===== src/rtl/dcnn_rle_pkg.sv =====
// Shared types and run-word field positions for the RLE row decoder.
package dcnn_rle_pkg;

  typedef enum logic [2:0] {
    IDLE   = 3'd0,
    FETCH  = 3'd1,
    EXPAND = 3'd2,
    EMIT   = 3'd3,
    DONE   = 3'd4
  } rle_state_e;

  localparam int RLE_VAL_BIT = 15;
  localparam int RLE_CNT_LSB = 0;
  localparam int RLE_CNT_MSB = 14;

endpackage


===== src/rtl/rle_row_buffer.sv =====
// Row register with write pointer for the RLE row decoder.
// full is high while the pointer sits on the last pixel, i.e. the next write
// completes the row. Optional macro RLE_ROW_STATS_EN adds a ones counter.
module rle_row_buffer #(
  parameter int IMG_W = 28
) (
  input  logic             clk,
  input  logic             rst_n,
  input  logic             clr,
  input  logic             wr,
  input  logic             wr_val,
  output logic [IMG_W-1:0] row_data,
  output logic             full
`ifdef RLE_ROW_STATS_EN
  ,
  output logic [$clog2(IMG_W+1)-1:0] row_ones
`endif
);

  localparam int PW = $clog2(IMG_W + 1);

  logic [PW-1:0] pix_ptr;

  assign full = (pix_ptr == PW'(IMG_W - 1));

  // pixel write at the pointer; clear only rewinds the pointer since every row is fully rewritten
  always_ff @(posedge clk or negedge rst_n) begin
    if (!rst_n) begin
      row_data <= '0;
      pix_ptr  <= '0;
    end else if (clr) begin
      pix_ptr  <= '0;
    end else if (wr) begin
      row_data[pix_ptr] <= wr_val;
      pix_ptr           <= pix_ptr + PW'(1);
    end
  end

`ifdef RLE_ROW_STATS_EN
  // count of 1-pixels written into the current row
  always_ff @(posedge clk or negedge rst_n) begin
    if (!rst_n) begin
      row_ones <= '0;
    end else if (clr) begin
      row_ones <= '0;
    end else if (wr && wr_val) begin
      row_ones <= row_ones + PW'(1);
    end
  end
`endif

endmodule


===== src/rtl/rle_row_decoder.sv =====
// Run-length expander: 16-bit run words in, IMG_W-pixel rows out, one pixel per clock.
// Optional macro RLE_ROW_STATS_EN adds the row_ones output.
//
// state  | meaning
// IDLE   | waiting for start
// FETCH  | in_ready high, waiting for a run word
// EXPAND | writing one pixel of the current run per cycle
// EMIT   | row_valid high, holding the row until row_ready
// DONE   | one-cycle done pulse, overrun capture
module rle_row_decoder
  import dcnn_rle_pkg::*;
#(
  parameter int IMG_W = 28,
  parameter int IMG_H = 28,
  parameter int CNT_W = 15
) (
  input  logic                       clk,
  input  logic                       rst_n,
  input  logic                       start,
  input  logic [$clog2(IMG_H+1)-1:0] num_rows,
  input  logic                       in_valid,
  input  logic [15:0]                in_word,
  output logic                       in_ready,
  output logic                       row_valid,
  input  logic                       row_ready,
  output logic [IMG_W-1:0]           row_data,
  output logic [$clog2(IMG_H)-1:0]   row_idx,
  output logic                       busy,
  output logic                       done,
  output logic                       err_overrun
`ifdef RLE_ROW_STATS_EN
  ,
  output logic [$clog2(IMG_W+1)-1:0] row_ones
`endif
);

  localparam int RW = $clog2(IMG_H + 1);
  localparam int IW = $clog2(IMG_H);

  rle_state_e       state_q, state_d;
  logic [RW-1:0]    rows_left_q;
  logic [CNT_W-1:0] run_left_q;
  logic             value_q;
  logic [IW-1:0]    row_idx_q;
  logic             err_q;
  logic             load, take, wr, ack, fin;
  logic             row_full;

  rle_row_buffer #(.IMG_W(IMG_W)) u_buf (
    .clk      (clk),
    .rst_n    (rst_n),
    .clr      (load | ack),
    .wr       (wr),
    .wr_val   (value_q),
    .row_data (row_data),
    .full     (row_full)
`ifdef RLE_ROW_STATS_EN
    ,
    .row_ones (row_ones)
`endif
  );

  assign row_idx     = row_idx_q;
  assign err_overrun = err_q;
  assign busy        = (state_q != IDLE);

  // state register
  always_ff @(posedge clk or negedge rst_n) begin
    if (!rst_n) state_q <= IDLE;
    else        state_q <= state_d;
  end

  // next state, handshake outputs and datapath strobes
  always_comb begin
    state_d   = state_q;
    in_ready  = 1'b0;
    row_valid = 1'b0;
    done      = 1'b0;
    load      = 1'b0;
    take      = 1'b0;
    wr        = 1'b0;
    ack       = 1'b0;
    fin       = 1'b0;
    unique case (state_q)
      IDLE: begin
        if (start) begin
          load    = 1'b1;
          state_d = FETCH;
        end
      end
      FETCH: begin
        in_ready = 1'b1;
        if (in_valid) begin
          take = 1'b1;
          if (in_word[RLE_CNT_MSB:RLE_CNT_LSB] != '0) state_d = EXPAND;
        end
      end
      EXPAND: begin
        wr = 1'b1;
        if (row_full)                        state_d = EMIT;
        else if (run_left_q == CNT_W'(1))    state_d = FETCH;
      end
      EMIT: begin
        row_valid = 1'b1;
        if (row_ready) begin
          ack = 1'b1;
          if (rows_left_q == RW'(1))         state_d = DONE;
          else if (run_left_q != '0)         state_d = EXPAND;
          else                               state_d = FETCH;
        end
      end
      DONE: begin
        done    = 1'b1;
        fin     = 1'b1;
        state_d = IDLE;
      end
      default: state_d = IDLE;
    endcase
  end

  // run and row counters, overrun flag
  always_ff @(posedge clk or negedge rst_n) begin
    if (!rst_n) begin
      rows_left_q <= '0;
      run_left_q  <= '0;
      value_q     <= 1'b0;
      row_idx_q   <= '0;
      err_q       <= 1'b0;
    end else begin
      if (load) begin
        rows_left_q <= (num_rows == '0) ? RW'(IMG_H) : num_rows;
        row_idx_q   <= '0;
        err_q       <= 1'b0;
      end
      if (take) begin
        value_q    <= in_word[RLE_VAL_BIT];
        run_left_q <= in_word[RLE_CNT_MSB:RLE_CNT_LSB];
      end
      if (wr) run_left_q <= run_left_q - CNT_W'(1);
      if (ack) begin
        row_idx_q   <= row_idx_q + IW'(1);
        rows_left_q <= rows_left_q - RW'(1);
      end
      if (fin) begin
        err_q      <= (run_left_q != '0);
        run_left_q <= '0;
      end
    end
  end

endmodule


===== config.mk =====
export PLATFORM = sky130hd
export DESIGN_NAME = rle_row_decoder
export DESIGN_NICKNAME = d
export VERILOG_FILES = /design/src/rtl/dcnn_rle_pkg.sv /design/src/rtl/rle_row_buffer.sv /design/src/rtl/rle_row_decoder.sv
export SDC_FILE = /design/constraint.sdc
export NUM_CORES = 1
export LEC_CHECK = 0
export CORE_MARGIN = 3
export CORE_UTILIZATION = 43
export CTS_CLUSTER_DIAMETER = 80
export DETAILED_ROUTE_END_ITERATION = 8
export GPL_TIMING_DRIVEN = 0
export PLACE_DENSITY = 0.65
export SETUP_SLACK_MARGIN = 0.5
export SLEW_MARGIN = 15
export SYNTH_ARGS = -nofsm -noshare
export SYNTH_HDL_FRONTEND = slang
export SYNTH_HIERARCHICAL = 1
export SYNTH_SLANG_ARGS = --single-unit
export TNS_END_PERCENT = 1

===== constraint.sdc =====
create_clock -name clk -period 3 [get_ports clk]
set_input_delay 0.3 -clock clk [delete_from_list [all_inputs] [get_ports clk]]
set_output_delay 0.3 -clock clk [all_outputs]
set_load 0.01 [all_outputs]

* Word level (Yosys, flattened, before mapping)
Index checks and enable logic that the tools add are counted.
** Word-level totals
- Input port bits :: 26
- Bits in registers :: 63
- Output and inout port bits :: 38
** Operators by class
- Mux-type cells :: 34
- Bitwise logic cells :: 2
- Reductions and logical operators :: 12
- Equal/unequal tests :: 12
- $add $sub $neg :: 4
- Order comparisons :: 2
** Operators by type and width (count)
- $mux W15 :: 3
- $mux W5 :: 7
- $reduce_bool A15 Y1 :: 2
- $bwmux W28 :: 1
- $mux W3 :: 7
- $eq A15 B1 Y1 const B :: 1
- $sub A15 B1 Y15 const B :: 1
- $mux W1 :: 13
- $pmux W3 S4 :: 1
- $add A5 B1 Y5 const B :: 2
- $ne A2 B2 Y1 const B :: 4
- $eq A3 B2 Y1 const B :: 2
- $lt A5 B6 Y1 const B :: 1
- $reduce_bool A2 Y1 :: 3
- $reduce_bool A3 Y1 :: 2
- $demux W1 S5 :: 1
- $eq A5 B1 Y1 const B :: 1
- $eq A5 B5 Y1 const B :: 1
- $ge A5 B1 Y1 const B :: 1
- $logic_not A5 Y1 :: 1
- $reduce_and A5 Y1 :: 1
- $sub A5 B1 Y5 const B :: 1
- $eq A3 B1 Y1 const B :: 1
- $eq A3 B3 Y1 const B :: 1
- 7 further kinds :: 7

* Logic depth before layout (Yosys ltp)
Gate-level depths: netlist of the first run.
- Depth after elaboration :: 5
- Depth in mapped cells :: 11
- Mapped depth without buffers :: 8

* Hierarchy
Netlist of the first run, hierarchy kept.
** Modules (own cells, without submodules)
- rle_row_decoder :: times used 1, sequential area each 750.7 µm², area each 1913.1 µm², cells an instance 222
- rle_row_buffer :: times used 1, sequential area each 825.8 µm², area each 1645.3 µm², cells an instance 133

* Worst setup path before layout of the first run
Ideal clock, no wire load.
- Kind :: reg2reg
- Start :: reg state_q[1]
- End :: reg u_buf.row_data[12]
- Data required time :: 2875 ps
- Period minus slack after synthesis :: 2280 ps
- Setup time :: 125 ps
- Path buffers :: 3
- Stages on the path, launching flop included :: 12
- Arrival time :: 2155 ps
- Setup slack :: 720 ps
- Cells stage by stage :: dfrtp_1 buf_6 nand3b_1 inv_1 and2_1 buf_2 nor2_1 inv_1 buf_2 nand3b_1 nor2_1 mux2_2
** On the way
- Longest elaborated chain between the ends :: 5
** RTL lines
- from (decl) :: RTL line rle_row_decoder.sv:40 : rle_state_e state_q, state_d;
- from (signal assigned) :: RTL line rle_row_decoder.sv:70 : else state_q <= state_d;
- $eq A3 B2 Y1 or $logic_not A3 Y1 (tied branches) :: RTL line rle_row_decoder.sv:84 : unique case (state_q)
- $mux W1 :: RTL line rle_row_decoder.sv:84
- $or A1 B1 Y1 :: RTL line rle_row_decoder.sv:52 : .clr (load | ack),
- $not A1 Y1 (no line)
- $reduce_and A2 Y1 (no line) (*)
- to (signal, indexed assignment) :: RTL line rle_row_buffer.sv:34 : row_data[pix_ptr] <= wr_val;
- to (decl) :: RTL line rle_row_buffer.sv:12 : output logic [IMG_W-1:0] row_data,
Mark *: on every way between the ends. The rest lies on a longest branch, timed or not.
A chain may end at the register's enable or synchronous reset.

* Final worst setup path of the first run
- Start :: reg state_q[2]
- End :: reg u_buf.row_data[20]
** RTL lines
- $eq A3 B2 Y1 :: RTL line rle_row_decoder.sv:84
- $mux W1 :: RTL line rle_row_decoder.sv:84
- named net wr :: RTL line rle_row_decoder.sv:46 : logic load, take, wr, ack, fin;
- $reduce_and A2 Y1 (no line)
The timed path passes the listed nets, and every way through them passes these cells.

==> results of run 1 <==
Yosys cell counts (4+ instances only):
| master | count |
|---|---|
| and3b_1 | 4 |
| mux2_1 | 5 |
| clkbuf_1 | 6 |
| buf_6 | 5 |
| nand2b_1 | 5 |
| nor4_1 | 4 |
| mux2_2 | 16 |
| o21ai_0 | 26 |
| a21oi_1 | 17 |
| dfrtp_1 | 63 |
| nand3_1 | 6 |
| nor2_1 | 44 |
| nand3b_1 | 9 |
| inv_1 | 11 |
| ha_1 | 9 |
| nor3_1 | 11 |
| nand4_1 | 7 |
| mux2_4 | 9 |
| nand2_1 | 32 |
routing by layer:
layer	part of all wire, %	routed length, um	vias to the layer above
met5	0	0	-
met4	2.1	172	0
met3	3.3	273	15
met2	46	3818	67
met1	48	3982	1407
li1	-	-	1435
power by group:
| part | total, mW | switching (mW) | internal (mW) | leakage (nW) |
|---|---|---|---|---|
| Combinational | 1.89 | 1.01 | 0.885 | 1.03 |
| Clock | 0.723 | 0.343 | 0.381 | 0.0960 |
| Sequential | 1.35 | 0.237 | 1.11 | 0.819 |
logic make-up after synthesis:
group                      synth area share (%)
and+or+nand+nor                           22.61
AOI/OAI and AO/OA                         13.19
DFF                                       44.30
muxes                                     10.72
buffers and inverters                     4.782
adders and majority gates                 3.165
xor gates and xnor gates                  1.231
final cells by class:
| cell class | instances | area [um2] | area share (%) |
|---|---|---|---|
| clock buffers | 10 | 127.6 | 2.791 |
| multi-input cells | 264 | 1823 | 39.87 |
| repair buffers | 67 | 680.7 | 14.89 |
| well taps | 102 | 127.6 | 2.791 |
| clock inverters | 6 | 61.31 | 1.341 |
| flip-flops and latches | 63 | 1577 | 34.48 |
| inverters | 11 | 41.29 | 0.9031 |
| plain buffers | 17 | 133.9 | 2.928 |
critical path: stages (launching register included):
cell and delay, ns:
dfrtp_1 0.44, or3b_2 0.47, clkbuf_8 0.17, inv_1 0.26, buf_4 0.24, nand3b_1 0.17, nor2_1 0.17, mux2_2 0.34
timing repair:
| action | in CTS | in global routing |
|---|---|---|
| pin swaps | 0 | 2 |
| hold buffers | 1 | 0 |
| endpoints found under the setup margin | 16 | 15 |
| hold endpoints to repair | 19 | 0 |
| buffers inserted | 0 | 2 |
| gates resized for setup | 2 | 5 |
sequential cells by signal (all words and copies together) (netlist names):
signal	count
u_buf/row_data	28
run_left_q	15
row_idx	5
rows_left_q	5
u_buf/pix_ptr	5
state_q	3
err_overrun	1
value_q	1
how the worst max path moves through the flow:
stage                          start            endpoint  slack [ns]  cells after the start
after CTS                 state_q[0]   u_buf/row_data[4]        0.55                      9
final                     state_q[2]  u_buf/row_data[20]        0.62                      7
after global routing      state_q[1]  u_buf/row_data[24]        0.49                     11
after floorplan           state_q[1]  u_buf/row_data[12]        0.72                     11
after global placement         rst_n          row_idx[1]       -0.54                      1
after detailed placement   row_ready  u_buf/row_data[20]        0.30                      9
==> metrics.csv, run 1 <==
stage,metric,value,unit
synthesis,syn_nets,390,
synthesis,synth_warnings,6,
timing,timing.final.crit_share,79.31,%
floorplanning,core-area,7888,um2
timing,max_slew_margin,54.37,%
timing,fin_tns_setup,0,ns
global_routing,met3_usage,2.812,%
global_routing,grt_pass1_wl,13970,um
global_routing,grt-busiest-layer,met2,
final_layout,diodes,0,
synthesis,syn_area,3558,um2
power,total_power,3.965,mW
critical_path,r2r_end,u_buf/row_data[20],
timing,setup_viol,0,
critical_path,reg2regPathDepth,7,
power,power_density,867.2,nW/um2
global_routing,use_met2,27.71,%
drt,vias,2924,
floorplanning,ios,64,
floorplanning,die_y,96.97,um
final_layout,final_layout_size_suffix_gt1_share,15.75,%
clock_tree,htreeDepth,3,
drt,final_antenna_net_count,0,
critical_path,endpoint_kind,register,
clock_tree,clockBufferDepth,2,
synthesis,synth_seq_cells,63,
floorplanning,initial_core_util,45.11,%
placed_design,dp.cells,521,
placed_design,hpwl,6140,um
critical_path,worstPathMaxFanout,10,
synthesis,ys_seq_area_share,44.30,%
critical_path,worstReg2RegStart,state_q[2],
final_layout,post-route-util,57.96,%
synthesis,synth_cells,355,
timing,rsz0062_at_grt,no,
floorplanning,std_cell_rows,32,
synthesis,yosysUniqueCellTypes,59,
global_routing,grt_usage,18.21,%
global_routing,grt-ovfl-total,0,
final_layout,stdcell_area,4572,um2
timing,hold_viol,0,
synthesis,postSynthAreaPerCell,10.02,um2
final_layout,final_cells,540,
floorplanning,die-width,96.97,um
clock_tree,cts_buffers,9,
clock_tree,clk_pin_slew,0.08,ns
drt,wire_per_inst,15.27,um
synthesis,synth_area_leader_cell,dfrtp_1,
global_routing,grt_max_degree,45,
timing,tightest_slew,0.6749,ns
clock_tree,clock_latency,0.34,ns
final_layout,layout_commonest_cell,dfrtp_1,
global_routing,grt_pass1_vias,2785,
final_layout,syn2layout_area_growth,28.48,%
placed_design,place.gp.congestion,0.8476,
critical_path,setup.worst_path.start_class,register,
timing,skew,0.007110,ns
run,max-cap-violations,0,
final_layout,layout_common_cells,"63 x dfrtp_1, 62 x clkdlybuf4s50_1, 42 x nor2_1",
power,ir_worst_vdd,0.0004552,V
drt,vias_per_cell,5.415,
critical_path,cp_data_required_time,3.23,ns
timing,drv_slew,0,
critical_path,path_class,reg -> reg,
timing,hold_slack,0.3872,ns
final_layout,fin_nets,468,
synthesis,synth_ff_type,dfrtp_1,
drt,first_pass_iters,4,
synthesis,synth_edf_count,0,
hold_path,hp-class,in -> async,
final_layout,fillCellCount,726,
critical_path,r2r_slack,0.62,ns
global_routing,use_met1,25.84,%
timing,post-route-min-period,2.379,ns
synthesis,synth_top_area_share,44.30,%
clock_tree,cts.sinks,63,
drt,totalWireLength,8246,um
critical_path,arrival,2.61,ns
status,outcome,"finished, final reports clean",
placed_design,portBuffers,63,
clock_tree,clock_tree.root_cell,clkbuf_8,
drt,drt_iter0_drc,109,
synthesis,ys_async_sr_fraction,100.0,%
clock_tree,cts_tree,done,
power,leakage,1.949,nW
floorplanning,dieArea,9403,um2
placed_design,dpl_cell_area,4342,um2
timing,setup_ws,0.6207,ns
global_routing,antenna_found_initial,0,
synthesis,synth_top_cells_by_area,"dfrtp_1 44%, mux2_2 5.1%, nor2_1 4.6%",
drt,drc,0,
placed_design,dp_slack,0.3040,ns
timing,clock.fmax,0.4203,GHz
Power figures use the tool's default switching activity.
==> run 2, diff against run 1 <==
clock period = 2.4 ns   (was 3 ns; I/O delays follow)
==> run 2 against run 1 <==
Critical endpoint is now state_q[1]. Flip-flop and latch count stayed put. Clock-buffer cell count shrank 1. Utilization rose by 2.5 points. Critical path depth is the same. Register-to-register slack got worse by 0.29 ns. Setup slack got worse by 0.29 ns. Design area rose by 4.4%. First-iteration DRC count rose by 28%. Fmax is 15% higher. Highest routed layer unchanged.
==> metrics.csv, run 2 (synthesized netlist as in run 1, its figures left out) <==
stage,metric,value,unit,change
status,outcome,"finished, final reports clean",,
timing,clock.fmax,0.4827,GHz,+15%
critical_path,setup.worst_path.start_class,register,,
clock_tree,cts_tree,done,,
placed_design,hpwl,6116,um,-0.40%
floorplanning,std_cell_rows,32,,unchanged
floorplanning,die_y,96.97,um,unchanged
placed_design,place.gp.congestion,0.8423,,-0.63%
clock_tree,clockBufferDepth,2,,unchanged
floorplanning,dieArea,9403,um2,unchanged
final_layout,syn2layout_area_growth,34.07,%,
final_layout,layout_common_cells,"63 x dfrtp_1, 61 x clkdlybuf4s50_1, 41 x nor2_1",,
final_layout,diodes,0,,unchanged
power,power_density,1121,nW/um2,+29%
global_routing,grt_max_degree,36,,-20%
global_routing,grt_pass1_vias,2998,,+7.6%
power,ir_worst_vdd,0.0005017,V,+10%
power,leakage,2.037,nW,+4.5%
clock_tree,clk_pin_slew,0.08,ns,about the same
critical_path,reg2regPathDepth,7,,unchanged
timing,timing.final.crit_share,86.32,%,+7.0 points
drt,totalWireLength,8548,um,+3.7%
drt,first_pass_iters,5,,+1
floorplanning,ios,64,,unchanged
placed_design,portBuffers,63,,unchanged
clock_tree,clock_latency,0.34,ns,about the same
hold_path,hp-class,in -> async,,
timing,rsz0062_at_grt,yes,,
final_layout,biggestRegsByFlops,"u_buf/row_data (28), run_left_q (15)",,
global_routing,grt_usage,18.61,%,+0.40 points
drt,vias_per_cell,5.440,,+0.46%
timing,fin_tns_setup,0,ns,unchanged
drt,drc,0,,unchanged
placed_design,dp.cells,521,,unchanged
placed_design,dp_slack,0.1104,ns,-0.1936 ns
critical_path,arrival,2.30,ns,-0.31 ns
global_routing,antenna_found_initial,0,,unchanged
clock_tree,clock_tree.root_cell,clkbuf_8,,
clock_tree,cts.sinks,63,,unchanged
clock_tree,htreeDepth,3,,unchanged
critical_path,endpoint_kind,register,,
timing,max_slew_margin,54.21,%,-0.16 points
drt,vias,3019,,+3.2%
final_layout,layout_commonest_cell,dfrtp_1,,
floorplanning,core-area,7888,um2,unchanged
timing,setup_ws,0.3284,ns,-0.2922 ns
timing,tightest_slew,0.6773,ns,+0.002438 ns
critical_path,worstPathMaxFanout,5,,-5
timing,setup_viol,0,,unchanged
critical_path,r2r_slack,0.33,ns,-0.29 ns
global_routing,grt-ovfl-total,0,,unchanged
critical_path,critical_path.startpoint,run_left_q[1],,
clock_tree,cts_buffers,9,,unchanged
drt,final_antenna_net_count,0,,unchanged
run,max-cap-violations,0,,unchanged
floorplanning,initial_core_util,45.11,%,unchanged
critical_path,cp_data_required_time,2.63,ns,-0.60 ns
critical_path,path_class,reg -> reg,,
final_layout,final_layout_size_suffix_gt1_share,20.75,%,+5.0 points
floorplanning,die-width,96.97,um,unchanged
global_routing,grt_pass1_wl,14400,um,+3.1%
drt,drt_iter0_drc,139,,+28%
timing,drv_slew,0,,unchanged
timing,skew,0.01113,ns,+0.004021 ns
final_layout,final_cells,555,,+2.8%
timing,post-route-min-period,2.072,ns,-0.3078 ns
critical_path,r2r_end,state_q[1],,
power,total_power,5.346,mW,+35%
timing,hold_viol,0,,unchanged
critical_path,worstReg2RegStart,run_left_q[1],,
timing,hold_slack,0.3506,ns,-0.03665 ns
drt,wire_per_inst,15.40,um,+0.86%
final_layout,top_register,u_buf/row_data,,
final_layout,fin_nets,483,,+3.2%
final_layout,largest_reg_flops,28,,unchanged
[run 2: through the flow]
step / area [um2] / utilization [%]
2_1_floorplan: 3581 / -
5_1_grt: 4771 / 60.49
6_report: 4771 / 60.49
3_3_place_gp: 4339 / 55.01
4_1_cts: 4767 / 60.44
3_5_place_dp: 4357 / 55.23
[run 2: power by group]
group | switching (mW) | internal [mW] | leakage (nW)
Clock | 0.450 | 0.586 | 0.105
Sequential | 0.293 | 1.39 | 0.819
Combinational | 1.34 | 1.29 | 1.11
Total | 2.08 | 3.26 | 2.04
[run 2: layer usage]
| layer | vias to the layer above | GRT usage [%] | part of all wire [%] |
|---|---|---|---|
| met3 | 12 | 4.037 | 5.0 |
| met4 | 0 | 6.156 | 1.2 |
| met2 | 77 | 30.57 | 48 |
| met1 | 1470 | 24.39 | 45 |
| met5 | - | 0 | 0 |
| li1 | 1460 | - | - |
[run 2: how the worst max path moves through the flow]
stage	slack [ns]	end	depth (start not counted)
2_1_floorplan	0.37	u_buf/row_data[4]	11
3_3_place_gp	-1.10	row_idx[3]	1
5_1_grt	0.19	u_buf/row_data[12]	11
4_1_cts	0.33	u_buf/row_data[12]	11
6_report	0.33	state_q[1]	7
3_5_place_dp	0.11	u_buf/row_data[24]	7
[run 2: layout make-up]
type	count	area (um2)
Multi-Input combinational cell	264	1864
Sequential cell	63	1577
Clock inverter	7	97.59
Fill cell	689	3117
Clock buffer	9	123.9
Inverter	11	47.55
Timing Repair Buffer	82	784.5
Buffer	17	148.9
Tap cell	102	127.6
[run 2: worst max-delay path, cell delays in order, from the launching register on]
cell and delay [ns]:
dfrtp_1 0.40, inv_1 0.12, ha_4 0.17, or4b_4 0.48, nor2b_4 0.14, nand3_2 0.12, a221o_1 0.33, a21bo_1 0.19
[run 2: repair_timing]
item,4_1_cts,5_1_grt
setup endpoints to repair,39,47
cloned,0,0
hold buffers,1,0
gates resized for setup,14,2
endpoints found under the hold margin,28,0
pin swaps,3,0
setup buffers,17,0
